## src/rtl/entropy_arbiter.sv

```systemverilog
// Round-robin arbiter that lends the ring-oscillator entropy counter to one requester
// at a time, folds it into a 16-bit LFSR and returns a conditioned WIDTH-bit value.
module entropy_arbiter #(
    parameter int NREQ       = 2,
    parameter int WIDTH      = 8,
    parameter int MIX_CYCLES = 4
) (
    input  logic             clk,
    input  logic             rst,
    input  logic [15:0]      ent_in,
    input  logic [NREQ-1:0]  req,
    output logic [NREQ-1:0]  gnt,
    output logic             valid,
    output logic [WIDTH-1:0] data,
    output logic             busy
);

    localparam int          IW        = (NREQ > 1) ? $clog2(NREQ) : 1;
    localparam int          CW        = $clog2(MIX_CYCLES + 1);
    localparam logic [15:0] LFSR_SEED = 16'hACE1;

    typedef enum logic [1:0] {
        ST_IDLE,
        ST_MIX,
        ST_GRANT,
        ST_RELEASE
    } state_t;

    state_t          state, state_next;
    logic [15:0]     lfsr, lfsr_mixed;
    logic [IW-1:0]   ptr, win, win_sel;
    logic [CW-1:0]   cnt;
    logic            found;
    logic            do_latch, do_mix, do_grant, do_clear;

    // One shift of the x^16+x^14+x^13+x^11+1 LFSR with the entropy word folded in;
    // an all-zero result would freeze the register, so it is replaced by the seed.
    function automatic logic [15:0] mix_step(input logic [15:0] x, input logic [15:0] e);
        logic [15:0] y;
        y = {x[14:0], x[15] ^ x[13] ^ x[12] ^ x[10]} ^ e;
        return (y == 16'h0000) ? LFSR_SEED : y;
    endfunction

    assign lfsr_mixed = mix_step(lfsr, ent_in);
    assign busy       = (state != ST_IDLE);

    // Rotating priority search starting at ptr.
    always_comb begin
        logic [IW-1:0] cand;
        win_sel = '0;
        found   = 1'b0;
        for (int i = 0; i < NREQ; i++) begin
            cand = IW'((int'(ptr) + i) % NREQ);
            if (!found && req[cand]) begin
                found   = 1'b1;
                win_sel = cand;
            end
        end
    end

    always_ff @(posedge clk or posedge rst) begin
        if (rst) state <= ST_IDLE;
        else     state <= state_next;
    end

    // NOTE: every signal driven here gets a default first, otherwise paths that skip
    // an assignment would infer latches.
    always_comb begin
        state_next = state;
        do_latch   = 1'b0;
        do_mix     = 1'b0;
        do_grant   = 1'b0;
        do_clear   = 1'b0;
        case (state)
            ST_IDLE: begin
                if (found) begin
                    do_latch   = 1'b1;
                    state_next = ST_MIX;
                end
            end
            ST_MIX: begin
                if (!req[win]) begin
                    do_clear   = 1'b1;
                    state_next = ST_IDLE;
                end else begin
                    do_mix = 1'b1;
                    if (cnt == CW'(MIX_CYCLES - 1)) state_next = ST_GRANT;
                end
            end
            ST_GRANT: begin
                do_grant   = 1'b1;
                state_next = ST_RELEASE;
            end
            ST_RELEASE: begin
                if (!req[win]) begin
                    do_clear   = 1'b1;
                    state_next = ST_IDLE;
                end
            end
            default: state_next = ST_IDLE;
        endcase
    end

    // NOTE: sequential state uses non-blocking assignments so every register samples
    // the pre-edge values regardless of statement order.
    always_ff @(posedge clk or posedge rst) begin
        if (rst) begin
            lfsr  <= LFSR_SEED;
            ptr   <= '0;
            win   <= '0;
            cnt   <= '0;
            gnt   <= '0;
            valid <= 1'b0;
            data  <= '0;
        end else begin
            valid <= do_grant;
            if (do_latch) begin
                win <= win_sel;
                gnt <= NREQ'(1) << win_sel;
                cnt <= '0;
            end
            if (do_mix) begin
                lfsr <= lfsr_mixed;
                cnt  <= cnt + 1'b1;
                if (cnt == CW'(MIX_CYCLES - 1)) data <= lfsr_mixed[WIDTH-1:0];
            end
            if (do_grant) ptr <= (win == IW'(NREQ - 1)) ? '0 : win + 1'b1;
            if (do_clear) gnt <= '0;
        end
    end

endmodule

```

## config.mk

```make
export PLATFORM = sky130hd
export DESIGN_NAME = entropy_arbiter
export DESIGN_NICKNAME = d
export VERILOG_FILES = /design/src/rtl/entropy_arbiter.sv
export SDC_FILE = /design/constraint.sdc
export NUM_CORES = 1
export LEC_CHECK = 0
export CELL_PAD_IN_SITES_DETAIL_PLACEMENT = 1
export CELL_PAD_IN_SITES_GLOBAL_PLACEMENT = 2
export CORE_ASPECT_RATIO = 0.8
export CORE_MARGIN = 10
export CORE_UTILIZATION = 34
export CTS_BUF_LIST = sky130_fd_sc_hd__clkbuf_16
export DETAILED_ROUTE_END_ITERATION = 8
export PLACE_DENSITY_LB_ADDON = 0.1
export SLEW_MARGIN = 20
export SYNTH_ARGS = -nofsm -noshare
export SYNTH_HDL_FRONTEND = slang
export SYNTH_SLANG_ARGS = --single-unit
```

## constraint.sdc

```tcl
create_clock -name clk -period 2.9 [get_ports clk]
set_clock_uncertainty 0.15 [all_clocks]
set_input_delay 0.58 -clock clk [delete_from_list [all_inputs] [get_ports clk]]
set_output_delay 0.58 -clock clk [all_outputs]
set_load 0.02 [all_outputs]
```

After elaboration in Yosys (flattened, before gate mapping). Index checks and enable logic that the tools add are counted.

Bitwise operators: 4. Multipliers: 0. Magnitude comparators: 3. Multiplexer cells: 28. Shift operators: 1. Divide/modulo/power cells: 0. Reductions and logical operators: 10. Add/sub/neg operators: 3. Eq/ne operators: 7.

Operators with widths (number): two-way mux 1 bit (18); logical NOT 16 bit (1); two-way mux 16 bit (1); bitwise XOR 16 bit (1); two-way mux 2 bit (6); case mux 2 bit (4 select lines) (1); less-than comparator 1 x 2 -> 1 bit (second input constant) (3); two-way mux 3 bit (2); nonzero test 2 bit (3); == test 2 bit (second input constant) (2); inequality test 2 bit (second input constant) (2); adder 3 x 1 -> 3 bit (second input constant) (1); == test 3 x 2 -> 1 bit (second input constant) (1); inequality test 3 bit (second input constant) (1); AND reduction 3 bit (1); bitwise XOR 1 bit (3); adder 1 bit (second input constant) (2); == test 2 x 1 -> 1 bit (second input constant) (1); logical NOT 2 bit (1); AND reduction 2 bit (1); OR reduction 2 bit (1); << shifter 1 x 1 -> 2 bit (first input constant) (1); logical AND 1 bit (1); logical NOT 1 bit (1).

Latch bits: 0. Output and inout port bits: 12. Memory bits (read-only): 0. Register bits: 34. Memory bits (writable): 0. Logic and storage cells: 64. Input port bits: 20. Memories kept: 0.

Depth between registers and ports, before layout.
Word-level depth: 10. Mapped depth: 6. Depth with buffers taken out: 5.

Worst setup path before layout. No wires, ideal clock.

Path type: input port to flip-flop. Start point: in req[0]. End point: reg data[0]. Stages on the path: 5. Path buffers: 1. Path slack: 1.045 ns. Arrival time: 1.577 ns. Required time: 2.623 ns. Setup time: 0.127 ns. Cells stage by stage: mux2i_2 nor3b_4 and2_1 buf_4 mux2_1.

Word-level cells in the longest chain between the ends: 5.

Ends and longest elaborated chain: start: declaration (line 11) `input logic [NREQ-1:0] req,`; two-way mux 1 bit (not written as such) (2 in a row) (line 82) `if (!req[win]) begin`; two-way mux 1 bit (line 82); two-way mux 1 bit (line 74) `case (state)`; AND reduction 2 bit (no source line); end signal: assignment (line 125) `if (cnt == CW'(MIX_CYCLES - 1)) data <= lfsr_mixed[WIDTH-1:0];`; end: declaration (line 14) `output logic [WIDTH-1:0] data,`.

Every way passes these cells. The select of a mux whose other input is x is not followed. A chain may end at the register's enable or synchronous reset.

Worst setup path after layout.
Start point: reg state[0]. End point: out busy.

Word-level cells in the longest chain between the ends: 1.

Ends and longest elaborated chain: start: declaration (line 29) `state_t state, state_next;`; start signal: assignment (line 63) `else state <= state_next;`; nonzero test 2 bit (line 45) `assign busy = (state != ST_IDLE);`; end: declaration (line 15) `output logic busy`.

Every way passes these cells.

==> impl_metrics.yaml <==
sta:
  finalMaxSlewViolations: 0
  max_clock_freq_ghz: 0.4017
  tns_ps: 0
  report.final.hold_viol_count: 0
  final.period_utilization_pct: 85.84
  timing.max_slew.rel_slack_pct: 70.74
  timing_worst_slew_pin_value_ps: 434.4
  whs_ps: 335.5
  grt_setup_unrepaired: "no"
  post-route-worst-setup-slack_ps: 410.6
  setup_viol_count_final: 0
  min_period_ps: 2489
cts:
  cts_htree_levels: 2
  buffer_type_at_the_clock_tree_root: "sky130_fd_sc_hd__clkbuf_16"
  cts_post_setup_buffers_inserted: 0
  clockBufferDepth: 2
  cts_buffers: 5
  worst_skew_pair.late_latency_ps: 270
  tritoncts: "built"
  clk_transition_reported_paths_ps: 50
  postCtsHoldBufs: 0
  cts-resized-gates: 0
  clock_sink_count: 34
setup_path:
  worst_r2r_endpoint: "lfsr[13]"
  critPathCaptureType: "output pin"
  critPathLaunchType: "flop"
  crit_path_start: "state[0]"
  critPathRequiredTime_ps: 2170
  timing.critical_path.fanout_max: 7
  timing_worst_setup_path_type: "flop to output pin"
  timing.critical_path.to: "busy"
  slowest_delay_ps: 570
  worst_r2r_startpoint: "lfsr[10]"
  crit_chain: "nor2_1 > inv_1 > clkdlybuf4s50_1"
  reg2reg_depth: 5
  slowest_cell_on_the_critical_path: "sky130_fd_sc_hd__clkdlybuf4s50_1"
  rrSetupSlack_ps: 850
  cp_data_arrival_time_ps: 1760
synth:
  top_cells_by_count_synth: "sky130_fd_sc_hd__dfrtp_1 (26), sky130_fd_sc_hd__nor2_1 (20), sky130_fd_sc_hd__xnor2_1 (18)"
  netlist.top_cell.by_area: "sky130_fd_sc_hd__dfrtp_1"
  synth_xor_xnor_area_share_pct: 10.74
  syn-mean-instance-area_sq_um: 10.54
  netlist_top_cells_area: "sky130_fd_sc_hd__dfrtp_1 (42%), sky130_fd_sc_hd__dfstp_2 (14%), sky130_fd_sc_hd__xnor2_1 (10%), sky130_fd_sc_hd__nor2_1 (4.8%), sky130_fd_sc_hd__a31oi_1 (4.4%)"
  number_of_flops_mapped_to_enable_cells_by_yosys: 0
  synth_compound_area_share_pct: 12.36
  main_combinational_cell_family_by_area_after_synthesis: "simple AND/OR/NAND/NOR gates"
  syn-cell-area_sq_um: 1549
  synth.distinct_cells: 28
  portion_of_synthesized_cell_area_occupied_by_the_leading_cell_type_pct: 42.00
  postSynthCellCount: 147
  synth_seq_cells: 34
  number_of_warnings_printed_during_yosys_synthesis: 0
  synth_fp_nets: 169
  ys_dominant_reg_cell: "sky130_fd_sc_hd__dfrtp_1"
  postSynth.asyncResetShare_pct: 100.0
  synth_mux_area_share_pct: 4.281
  post_synth_and_or_nand_nor_area_fraction_pct: 13.09
  synth-adder-area-share_pct: 1.616
  post-synth-top-count-cell: "sky130_fd_sc_hd__dfrtp_1"
  synth-seq-area-share_pct: 55.57
route:
  detail_route.vias_per_cell: 4.897
  ant_nets: 0
  routed_wl_microns: 3836
  drt_pre_antenna_iters: 4
  drc_violations_left: 0
  routedWlPerCell_microns: 15.79
  dr_total_vias: 1190
  iteration_0_drc_count_of_the_detailed_router: 28
run:
  maxCapViolations: 0
die:
  floorplan.die.height_microns: 80.37
  initial_core_util_pct: 36.17
  core_area_sq_um: 4283
  fp.dieArea_sq_um: 7673
  chipWidth_microns: 95.47
  total_number_of_placement_rows: 21
  io_pins: 32
global_route:
  grt_remaining_overflow: 0
  maximum_number_of_pins_on_one_net_before_global_route_repair: 37
  wire_length_of_the_first_global_routing_pass_microns: 6279
  grt_total_usage_pct: 10.64
  number_of_global_route_vias_before_repair: 1259
  antenna_found_initial: 0
place:
  place.detailed.instances: 235
  buffer_ports.inserted: 31
  place_congestion: 0.7215
  place_ws_ps: 214.0
  post-dp-hpwl_microns: 2925
layout:
  fin_nets: 207
  finalNonFillerCells: 243
  area_growth_pct: 34.09
  num_antenna_cells: 0
  final_layout_size_suffix_gt1_share_pct: 11.83
power:
  power-per-cell-area_nw_per_um2: 1158
  max-vdd-ir-drop_v: 0.0004963
  static_leakage_nw: 0.8398
worst_hold_path:
  min_path_type: "flop to flop"
status:
  status: "completed"
-- state kept, by name, summed over array words and instances (netlist names), named ones only --
| register | count |
|---|---|
| valid | 1 |
| cnt | 3 |
| win | 1 |
| ptr | 1 |
| state | 1 |
| gnt | 2 |
| data | 8 |
| lfsr | 16 |
-- worst max-delay path, delay by kind of cell, from the launching register on --
kind,cells,cell delay [ps]
simple gates,1,350
buf+inv,2,710
flops,1,430
-- how the worst min path moves through the flow --
stage / start / end / slack (ps) / depth (start not counted)
detailed placement: data[0] / data[0] / 330 / 1
global route: cnt[0] / cnt[0] / 370 / 1
floorplan: cnt[0] / cnt[0] / 300 / 1
finish: data[0] / data[0] / 340 / 1
CTS: data[0] / data[0] / 350 / 1
global placement: data[0] / data[0] / 320 / 1
-- power breakdown --
| part | total [W] | internal, W | leakage [nW] | switching, W |
|---|---|---|---|---|
| clock network | 0.000492 | 0.000310 | 0.0724 | 0.000182 |
| logic | 0.00102 | 0.000478 | 0.365 | 0.000543 |
| registers | 0.000892 | 0.000733 | 0.402 | 0.000159 |
-- stage by stage --
step,util [%],total power [W],area (sq um)
6_report,48.50,0.002405,2077
5_1_grt,48.50,0.002590,2077
4_1_cts,48.50,0.002451,2077
3_5_place_dp,45.28,0.001942,1939
3_3_place_gp,45.28,0.001900,1939
2_1_floorplan,-,0.001555,1549
-- metal layers --
| metal | wire length, microns | vias to the layer above | GRT usage [%] |
|---|---|---|---|
| li1 | - | 584 | - |
| met1 | 1779 | 576 | 13.07 |
| met2 | 1783 | 23 | 16.46 |
| met3 | 223 | 7 | 4.182 |
| met4 | 49 | 0 | 3.971 |
| met5 | 0 | - | 0 |
-- cell usage in the layout (no fill, tap or decap), types with 2 or more instances in the layout --
| cell type | count |
|---|---|
| sky130_fd_sc_hd__buf_4 | 4 |
| sky130_fd_sc_hd__dfrtp_1 | 26 |
| sky130_fd_sc_hd__nor2_1 | 20 |
| sky130_fd_sc_hd__nand2_1 | 16 |
| sky130_fd_sc_hd__a31oi_1 | 11 |
| sky130_fd_sc_hd__dfstp_2 | 8 |
| sky130_fd_sc_hd__o21ai_0 | 6 |
| sky130_fd_sc_hd__xnor2_1 | 18 |
| sky130_fd_sc_hd__inv_1 | 5 |
| sky130_fd_sc_hd__ha_1 | 2 |
| sky130_fd_sc_hd__a21oi_1 | 13 |
| sky130_fd_sc_hd__clkbuf_16 | 5 |
| sky130_fd_sc_hd__clkdlybuf4s50_1 | 31 |
| sky130_fd_sc_hd__nand4_1 | 3 |
| sky130_fd_sc_hd__mux2i_1 | 3 |
-- logic make-up after synthesis --
family | after synthesis
xor gates and xnor gates | 19
muxes | 6
adders and majority gates | 2
DFF | 34
AOI/OAI and AO/OA | 33
and+or+nand+nor | 45
buffers and inverters | 8
-- final cells by class --
class	instances	area, sq um
repair buffers	35	340.3
multi-input cells	105	651.9
clock buffers	5	125.1
well taps	57	71.32
fillers	465	2206
inverters	4	15.01
flip-flops and latches	34	860.8
clock inverters	3	12.51
Note: power is estimated with default switching activity, not from simulation.
